[config.mk]
export PLATFORM = sky130hd
export DESIGN_NAME = display_scan_ctrl_flat
export DESIGN_NICKNAME = d
export VERILOG_FILES = /design/src/rtl/display_scan_ctrl_pkg.sv /design/src/rtl/display_scan_ctrl_if.sv /design/src/rtl/display_scan_ctrl_rr_next_digit.sv /design/src/rtl/display_scan_ctrl.sv /design/src/flat_wrapper.sv
export SDC_FILE = /design/constraint.sdc
export NUM_CORES = 1
export LEC_CHECK = 0
export CAP_MARGIN = 20
export CORE_MARGIN = 2
export CORE_UTILIZATION = 50
export CTS_CLUSTER_SIZE = 12
export DETAILED_ROUTE_END_ITERATION = 10
export PLACE_DENSITY = 0.72
export SYNTH_ARGS = -nofsm -noshare
export SYNTH_HDL_FRONTEND = slang
export SYNTH_HIERARCHICAL = 1
export SYNTH_SLANG_ARGS = --single-unit
[constraint.sdc]
create_clock -name clk -period 3.85 [get_ports clk]
set_input_delay 0.77 -clock clk [delete_from_list [all_inputs] [get_ports clk]]
set_output_delay 0.77 -clock clk [all_outputs]
set_load 0.02 [all_outputs]
[src/rtl/display_scan_ctrl_pkg.sv]
// Shared encodings for the 7-segment scan controller: FSM states, anode constants
// and the one-hot anode decode.
package display_scan_ctrl_pkg;

    localparam int NUM_DIGITS = 4;

    typedef enum logic [1:0] {
        ST_IDLE  = 2'd0,
        ST_BLANK = 2'd1,
        ST_SHOW  = 2'd2
    } scan_state_t;

    localparam logic [NUM_DIGITS-1:0] ANODE_OFF = 4'b1111;

    // Active-low: only the selected digit's anode is pulled low.
    function automatic logic [NUM_DIGITS-1:0] anode_on(input logic [1:0] sel);
        return ~(4'b0001 << sel);
    endfunction

endpackage

[src/rtl/display_scan_ctrl_if.sv]
// Scan controller bus: run/mask controls in, digit mux and anode drive out.
interface display_scan_ctrl_if;
    import display_scan_ctrl_pkg::*;

    logic                  scan_en;
    logic [NUM_DIGITS-1:0] digit_en;
    logic [1:0]            sel;
    logic                  mux_en;
    logic [NUM_DIGITS-1:0] anode_n;
    logic                  slot_tick;

    // master = the scan controller, slave = whoever owns the controls and consumes the drive
    modport master (
        input  scan_en, digit_en,
        output sel, mux_en, anode_n, slot_tick
    );

    modport slave (
        output scan_en, digit_en,
        input  sel, mux_en, anode_n, slot_tick
    );
endinterface

[src/rtl/display_scan_ctrl_rr_next_digit.sv]
// Round-robin pick: first enabled digit strictly after cur, wrapping back to cur itself.
// Feeding cur=3 yields the lowest enabled index.
module rr_next_digit
    import display_scan_ctrl_pkg::*;
(
    input  logic [1:0]            cur,
    input  logic [NUM_DIGITS-1:0] mask,
    output logic [1:0]            nxt,
    output logic                  valid
);

    logic [1:0] cand;

    // Walk from lowest to highest priority so the nearest candidate wins.
    always_comb begin
        nxt   = cur;
        valid = 1'b0;
        cand  = cur;
        for (int k = NUM_DIGITS; k >= 1; k--) begin
            cand = cur + 2'(k);
            if (mask[cand]) begin
                nxt   = cand;
                valid = 1'b1;
            end
        end
    end

endmodule

[src/rtl/display_scan_ctrl.sv]
// Time-multiplexed 7-segment scan: round-robin over enabled digits, each slot is a
// dark blanking gap followed by the lit period; all outputs registered.
module display_scan_ctrl
    import display_scan_ctrl_pkg::*;
#(
    parameter int PRESCALE = 50000,
    parameter int BLANK    = 100
) (
    input  logic                clk,
    input  logic                reset,
    display_scan_ctrl_if.master bus
);

    localparam int CNT_W = (PRESCALE > 1) ? $clog2(PRESCALE) : 1;
    localparam logic [CNT_W-1:0] CNT_BLANK_END = CNT_W'(BLANK - 1);
    localparam logic [CNT_W-1:0] CNT_LAST      = CNT_W'(PRESCALE - 1);
    localparam logic [CNT_W-1:0] CNT_PRE_LAST  = CNT_W'(PRESCALE - 2);

    scan_state_t           state;
    logic [CNT_W-1:0]      cnt;
    logic [1:0]            sel;
    logic                  mux_en;
    logic [NUM_DIGITS-1:0] anode_n;
    logic                  slot_tick;

    logic [1:0] start_nxt, adv_nxt;
    logic       start_vld, adv_vld;
    logic       run, slot_end;

    rr_next_digit u_start (
        .cur   (2'd3),
        .mask  (bus.digit_en),
        .nxt   (start_nxt),
        .valid (start_vld)
    );

    rr_next_digit u_adv (
        .cur   (sel),
        .mask  (bus.digit_en),
        .nxt   (adv_nxt),
        .valid (adv_vld)
    );

    assign run      = bus.scan_en && start_vld;
    // A slot ends normally at the last count, or early when its own digit gets disabled.
    assign slot_end = !bus.digit_en[sel] || (state == ST_SHOW && cnt == CNT_LAST);

    always_ff @(posedge clk) begin
        if (reset) begin
            state     <= ST_IDLE;
            cnt       <= '0;
            sel       <= 2'd0;
            mux_en    <= 1'b0;
            anode_n   <= ANODE_OFF;
            slot_tick <= 1'b0;
        end else begin
            slot_tick <= 1'b0;
            if (!run) begin
                state   <= ST_IDLE;
                cnt     <= '0;
                mux_en  <= 1'b0;
                anode_n <= ANODE_OFF;
            end else if (!(state inside {ST_BLANK, ST_SHOW})) begin
                state   <= ST_BLANK;
                sel     <= start_nxt;
                cnt     <= '0;
                mux_en  <= 1'b0;
                anode_n <= ANODE_OFF;
            end else if (slot_end) begin
                state   <= ST_BLANK;
                if (adv_vld) sel <= adv_nxt;
                cnt     <= '0;
                mux_en  <= 1'b0;
                anode_n <= ANODE_OFF;
            end else begin
                cnt <= cnt + CNT_W'(1);
                // Registered pulse, so raise it one count early to land on the last lit cycle.
                slot_tick <= (cnt == CNT_PRE_LAST);
                if (state == ST_BLANK && cnt == CNT_BLANK_END) begin
                    state   <= ST_SHOW;
                    mux_en  <= 1'b1;
                    anode_n <= anode_on(sel);
                end
            end
        end
    end

    assign bus.sel       = sel;
    assign bus.mux_en    = mux_en;
    assign bus.anode_n   = anode_n;
    assign bus.slot_tick = slot_tick;

endmodule
[src/flat_wrapper.sv]
// flat-port wrapper written by rule: the top's interface ports become plain ports
module display_scan_ctrl_flat import display_scan_ctrl_pkg::*;
#(
    parameter int PRESCALE = 50000,
    parameter int BLANK    = 100
)
  (clk, reset, bus_scan_en, bus_digit_en, bus_sel, bus_mux_en, bus_anode_n, bus_slot_tick);
  display_scan_ctrl_if bus_i ();
  input  logic clk;
  input  logic reset;
  input wire logic [$bits(bus_i.scan_en)-1:0] bus_scan_en;
  input wire logic [$bits(bus_i.digit_en)-1:0] bus_digit_en;
  output wire logic [$bits(bus_i.sel)-1:0] bus_sel;
  output wire logic [$bits(bus_i.mux_en)-1:0] bus_mux_en;
  output wire logic [$bits(bus_i.anode_n)-1:0] bus_anode_n;
  output wire logic [$bits(bus_i.slot_tick)-1:0] bus_slot_tick;
  assign bus_i.scan_en = bus_scan_en;
  assign bus_i.digit_en = bus_digit_en;
  assign bus_sel = bus_i.sel;
  assign bus_mux_en = bus_i.mux_en;
  assign bus_anode_n = bus_i.anode_n;
  assign bus_slot_tick = bus_i.slot_tick;
  display_scan_ctrl #(.PRESCALE(PRESCALE), .BLANK(BLANK)) u_core (.clk(clk), .reset(reset), .bus(bus_i));
endmodule
==> key figures, run 1 <==
Status
  – Status: complete, no violations

Placed design
  – Pre-CTS setup slack: 842 ps
  – RD Place Congestion: around 0.82
  – Cell Count Post-Placement: 218
  – Placed cell areas: 1580 sq um
  – HPWL after DPL: 2220 um
  – I/O Buffers: 14

Power
  – Clock network power share: 27.0%
  – Net Switching: 0.118 mW
  – Power Internal: between 0.3 and 0.4 mW
  – Flop pwr share: 60.4%
  – Power density cells: 278 nW/um^2
  – Leak: 0.627 nW
  – Sw Share: 26.4%
  – Total Power: 0.447 mW
  – Logic gate share of total power: 12.6%
  – Worst IR Drop VDD: slightly above 200 uV

CTS
  – Clock latency on the worst-skew pair: ~330 ps
  – Clock Sinks: 25
  – TritonCTS clock tree: done
  – CTS buffer count: 3
  – Worst-case clock buffer depth: 2
  – CTS root buf: clkbuf_4
  – Cts repair resizes: 0
  – Setup Fix Bufs, Post-CTS: 0
  – Clock transition at path regs: 150 ps
  – H-tree depth: 1
  – Cts hold-fix bufs: 0

Logic synthesis
  – Mapped cell area: approximately 1400 sq um
  – Netlist cell types: 38
  – Post-synthesis async set-or-reset flop share: 0%
  – Main combinational cell family by area after synthesis: simple AND/OR/NAND/NOR gates
  – Register bit total from synthesis: 25
  – Synth area leaders: dfxtp_1, xor2_1, nor2_1
  – Synth Area in Adders: under 10%
  – Ys Warns: 6
  – Dominant cell type by area after synthesis: dfxtp_1
  – Synth Area in Compound Gates: 15.6%
  – Syn avg cell area: 8.22 sq um
  – Synth Area in Simple Gates: slightly below 30%
  – Post-synthesis sequential area ratio: 35.8%
  – Post-synth top area share: 35.8%
  – Syn Inst Count: 170
  – EDFF count, synth: 0
  – XOR/XNOR share of the synthesized area: roughly 6.9%
  – Top_reg_cell synth: dfxtp_1
  – Mux contribution to synthesized area: between 2 and 3%

Global routing
  – Tot GR Track Use: 20.3%
  – Vias in the first global route: ~1300
  – First-pass GRT wire length: between 5000 and 6000 um
  – Largest net degree at the start of global routing: 23
  – Total congestion overflow: 0
  – Initial antenna violation count: 0

Floorplanning
  – Row cnt: 19
  – Die height: 56.9 um
  – Initial core utilization: 51.6%
  – IO Pins: 15
  – Die W: 56.9 um
  – Die area: 3230 sq um
  – Core ar.: 2710 sq um

STA
  – Final setup violation count: 0
  – Worst Tran Pin Value: 795 ps
  – Slew headroom: 46.9%
  – Max Fclk: 0.378 GHz
  – Slew Viols, Final: 0
  – Clock skew: 20.8 ps
  – Worst setup margin: 1210 ps
  – Setup TNS: 0 ps
  – Final worst path period share: 68.7%
  – RSZ-0062 raised after global routing: no
  – Hold Slack: 492 ps
  – Final min period: 2640 ps
  – Final Hold Fails: 0

Drt
  – Drt initial violations: 93
  – Routed WL per cell: 14.0 um
  – # DRC: 0
  – Final WL: 3100 um
  – Vias/cell: 5.97
  – Detailed Routing Iterations Pass 1: 4
  – Vias: 1326
  – Detail Route Antenna Nets: 0

Cells and area
  – Synthesis-to-layout area growth: 15.0%
  – Final core occ: 59.3%
  – Fin cells: 222
  – Share of layout cells above drive strength 1: approximately 6.3%
  – # diodes: 0
  – Final nets: between 200 and 250
  – Fin area: 1610 sq um

Worst setup path
  – CP Max Fanout: 22
  – Crit path arrival time: 2870 ps
  – Critical path required time: 4080 ps
  – Crit end category: flop
  – Crit start category: primary input
  – Critical path type: in2reg

Min path
  – Class of the worst hold path: reg2reg

Job
  – Max-Cap Viols: 0
==> layer usage <==
metal  track usage (%)  wire length (um)  vias up
li1                  -                 -      651
met1              24.8              1440      640
met2              35.5              1540       33
met3              5.07               110        2
met4              5.32                 8        0
met5                 0                 0        -
==> cell families (layout without fill, tap and decap cells) <==
logic type | after synthesis | in the layout
buffers and inverters | 19 | 31
other | 1 | 10
AOI/OAI and AO/OA | 34 | 34
and+or+nand+nor | 72 | 72
DFF | 25 | 25
xor gates and xnor gates | 11 | 11
muxes | 4 | 4
adders and majority gates | 4 | 4
==> path summary, 6_finish.rpt <==
path / startpoint / to / slack, ps / cells after the start
hold / removal: u_core/cnt[0] / u_core/cnt[0] / 490 / 1
hold reg to reg: u_core/cnt[0] / u_core/cnt[0] / 490 / 1
setup / recovery: bus_digit_en[3] / u_core/bus.anode_n[0] / 1210 / 5
setup reg to reg: u_core/bus.mux_en / u_core/bus.anode_n[0] / 1330 / 6
==> power by group through the flow <==
stage	Clock [mW]	Sequential, mW	Combinational, mW
3_3_place_gp	0	0.275	0.0524
6_report	0.121	0.270	0.0562
4_1_cts	0.126	0.270	0.0552
2_1_floorplan	0	0.276	0.0317
3_5_place_dp	0	0.275	0.0550
5_1_grt	0.135	0.271	0.0624
==> final cells by class <==
type | instances | area, sq um
well taps | 31 | 38.8
inverters | 13 | 48.8
clock buffers | 3 | 22.5
repair buffers | 14 | 140
flip-flops and latches | 25 | 500
multi-input cells | 135 | 850
clock inverters | 1 | 7.51
fillers | 259 | 1100
==> critical path: stages <==
cell             delay, ps
clkdlybuf4s50_1        660
mux2i_1                120
o22ai_1                290
nand3_1                630
o21bai_1               400
==> state kept, by name (all words and copies together) (netlist names) <==
signal,count
u_core/bus.anode_n,4
u_core/bus.mux_en,1
u_core/bus.sel,2
u_core/bus.slot_tick,1
u_core/cnt,16
u_core/state,1
==> placed cells by master, fill, tap and decap left out, types with 5 or more instances in the layout <==
cell and count:
dfxtp_1 25, inv_1 13, nand4_1 9, conb_1 10, nand2_1 6, a21oi_1 13
clkdlybuf4s50_1 14, or4_1 5, xor2_1 10, nor2_1 21, nand3_1 5
==> Yosys cell counts (3+ instances only) <==
cell type / instances
a21oi_1: 13
nand2b_1: 3
or4_1: 5
clkbuf_1: 3
mux2i_1: 4
o21bai_1: 4
inv_1: 13
nand4_1: 9
ha_1: 4
nor4_1: 4
nor2_1: 21
or2_2: 3
nand2_1: 6
dfxtp_1: 25
nor3_1: 3
o22ai_1: 4
nand3_1: 5
xor2_1: 10
o21ai_0: 3
(Power assumes the default switching activity.)
==> inputs of run 2 (changes only) <==
==> constraint.sdc (replaced) <==
create_clock -name clk -period 2.6 [get_ports clk]
set_input_delay 0.52 -clock clk [delete_from_list [all_inputs] [get_ports clk]]
set_output_delay 0.52 -clock clk [all_outputs]
set_load 0.02 [all_outputs]
==> run 2 against run 1 <==
Effect of this change: first-iteration DRC count shrank 38%; combinational power rose by 49%; worst hold slack gained 3.4 ps; register-to-register slack worse by 970 ps; routed wire length is 5.4% lower; clock skew fell by 11 ps; die area is the same; critical endpoint is now u_core/bus.sel[1].
==> key figures, run 2 (synthesized netlist as in run 1, its figures left out) <==
Placed design
  – HPWL after DPL: 2190 um (-1.4%)
  – Placed cell areas: 1600 sq um (+1.4%)
  – I/O Buffers: 14 (unchanged)
  – Pre-CTS setup slack: 286 ps (-556 ps)
  – RD Place Congestion: 0.797 (-2.6%)

Power
  – Sw Share: 25.3% (-1.1 points)
  – Net Switching: 0.166 mW (+41%)
  – Clock network power share: 26.4% (-0.6 points)
  – Logic gate share of total power: 12.8% (+0.2 points)
  – Worst IR Drop VDD: 374 uV (+82%)
  – Power Internal: 0.489 mW (+49%)
  – Flop pwr share: 60.9% (+0.5 points)
  – Power density cells: 403 nW/um^2 (+45%)
  – Leak: 0.642 nW (+2.5%)

Worst setup path
  – Crit path arrival time: 2480 ps (-390 ps)
  – Reg-to-Reg End: u_core/bus.sel[1]
  – Reg-to-Reg Start: u_core/cnt[3]
  – Critical path type: reg2reg
  – Crit end category: flop
  – Critical path required time: 2840 ps (-1240 ps)
  – FF-to-FF path depth: 4 (-2)
  – Crit start category: flop
  – CP Max Fanout: 7 (-68%)
  – Reg2Reg Setup Slack: 360 ps (-970 ps)

Status
  – Status: complete, no violations

STA
  – Slew headroom: 61.7% (+15 points)
  – Worst setup margin: 358 ps (-847 ps)
  – Setup TNS: 0 ps (unchanged)
  – Final setup violation count: 0 (unchanged)
  – Final min period: 2240 ps
  – Worst Tran Pin Value: 570 ps (-225 ps)
  – Slew Viols, Final: 0 (unchanged)
  – RSZ-0062 raised after global routing: no
  – Max Fclk: 0.446 GHz
  – Final Hold Fails: 0 (unchanged)
  – Final worst path period share: 86.2%
  – Clock skew: 9.73 ps (-11.0 ps)

Drt
  – Detail Route Antenna Nets: 0 (unchanged)
  – Vias/cell: 5.59 (-6.5%)
  – Routed WL per cell: 13.0 um (-6.7%)
  – Vias: 1257 (-5.2%)
  – Final WL: 2930 um (-5.4%)
  – Drt initial violations: 58 (-38%)
  – # DRC: 0 (unchanged)
  – Detailed Routing Iterations Pass 1: 4 (unchanged)

Floorplanning
  – Die area: 3230 sq um (unchanged)
  – IO Pins: 15 (unchanged)
  – Row cnt: 19 (unchanged)
  – Core ar.: 2710 sq um (unchanged)
  – Initial core utilization: 51.6% (unchanged)
  – Die height: 56.9 um (unchanged)
  – Die W: 56.9 um (unchanged)

Cells and area
  – # diodes: 0 (unchanged)
  – Largest register by flop count: u_core/cnt
  – Biggest regs: u_core/cnt (16), u_core/bus.anode_n (4), u_core/bus.sel (2)
  – Most frequent cells in the layout: dfxtp_1, nor2_1, clkdlybuf4s50_1
  – Leading cell type in the layout, fill and taps excluded: dfxtp_1
  – Share of layout cells above drive strength 1: 7.22% (+0.93 points)
  – Max reg flops: 16 (unchanged)
  – Synthesis-to-layout area growth: 16.4%
  – Final nets: 206 (+1.5%)
  – Final core occ: 60.0% (+0.69 points)
  – Fin area: 1630 sq um (+1.2%)

CTS
  – TritonCTS clock tree: done
  – H-tree depth: 1 (unchanged)
  – Clock transition at path regs: 130 ps (-20 ps)
  – CTS buffer count: 3 (unchanged)
  – Clock Sinks: 25 (unchanged)
  – Cts hold-fix bufs: 0 (unchanged)
  – Setup Fix Bufs, Post-CTS: 0 (unchanged)
  – CTS root buf: clkbuf_4
  – Cts repair resizes: 0 (unchanged)
  – Clock latency on the worst-skew pair: 320 ps (about the same)
  – Worst-case clock buffer depth: 2 (unchanged)

Job
  – Max-Cap Viols: 0 (unchanged)

Global routing
  – First-pass GRT wire length: 5100 um (-3.6%)
  – Vias in the first global route: 1179 (-6.5%)
  – Initial antenna violation count: 0 (unchanged)
  – Total congestion overflow: 0 (unchanged)
  – Largest net degree at the start of global routing: 23 (unchanged)
  – Tot GR Track Use: 19.7% (-0.63 points)

Min path
  – Cell depth of the worst hold path: 1 (unchanged)
  – Worst hold start: u_core/cnt[0]
  – Hold Path End: u_core/cnt[0]
  – Class of the worst hold path: reg2reg
-- run 2: cell types whose count changed in the layout (fill, tap and decap cells not counted), sizes merged --
cell	change
buf	+3
clkinvlp	-1
clkbuf	+1
-- run 2: worst max path at each step --
| stage | startpoint | end | slack (ps) | depth (start not counted) |
|---|---|---|---|---|
| 6_report | u_core/cnt[3] | u_core/bus.sel[1] | 360 | 4 |
| 5_1_grt | u_core/cnt[3] | u_core/bus.sel[1] | 230 | 4 |
| 4_1_cts | u_core/cnt[3] | u_core/bus.sel[1] | 350 | 4 |
| 3_5_place_dp | bus_digit_en[0] | u_core/bus.anode_n[0] | 290 | 7 |
| 3_3_place_gp | bus_digit_en[0] | u_core/bus.anode_n[1] | 340 | 7 |
| 2_1_floorplan | u_core/cnt[4] | u_core/bus.sel[0] | 460 | 5 |
-- run 2: cell type report --
type / count / area, sq um
Fill cell: 265 / 1080
Timing Repair Buffer: 17 / 163
Tap cell: 31 / 38.8
Inverter: 13 / 48.8
Clock buffer: 4 / 26.3
Sequential cell: 25 / 500
Multi-Input combinational cell: 135 / 850
-- run 2: routing by layer --
metal	up-vias	GRT usage (%)	routed length (um)
met5	-	0	0
met4	0	5.98	29
met3	3	3.46	74
met2	18	34.4	1470
met1	578	24.6	1360
li1	658	-	-
-- run 2: power by group through the flow --
stage | logic, mW | clock network [mW] | registers (mW)
after global routing | 0.0933 | 0.195 | 0.400
after floorplan | 0.0470 | 0 | 0.409
after detailed placement | 0.0818 | 0 | 0.407
final | 0.0836 | 0.173 | 0.399
after global placement | 0.0803 | 0 | 0.406
after CTS | 0.0823 | 0.181 | 0.399
-- run 2: critical path: stages, from the launching register on --
cell,delay [ps]
dfxtp_1,450
or4bb_1,540
or4_4,550
a211o_1,330
a221oi_1,300
-- run 2: stage by stage --
| stage | power, mW | cells | hold WS, ps |
|---|---|---|---|
| 2_1_floorplan | 0.456 | 179 | 437 |
| 3_3_place_gp | 0.487 | 221 | 468 |
| 3_5_place_dp | 0.489 | 221 | 479 |
| 4_1_cts | 0.662 | 225 | 509 |
| 5_1_grt | 0.689 | 225 | 526 |
| 6_report | 0.655 | 225 | 496 |
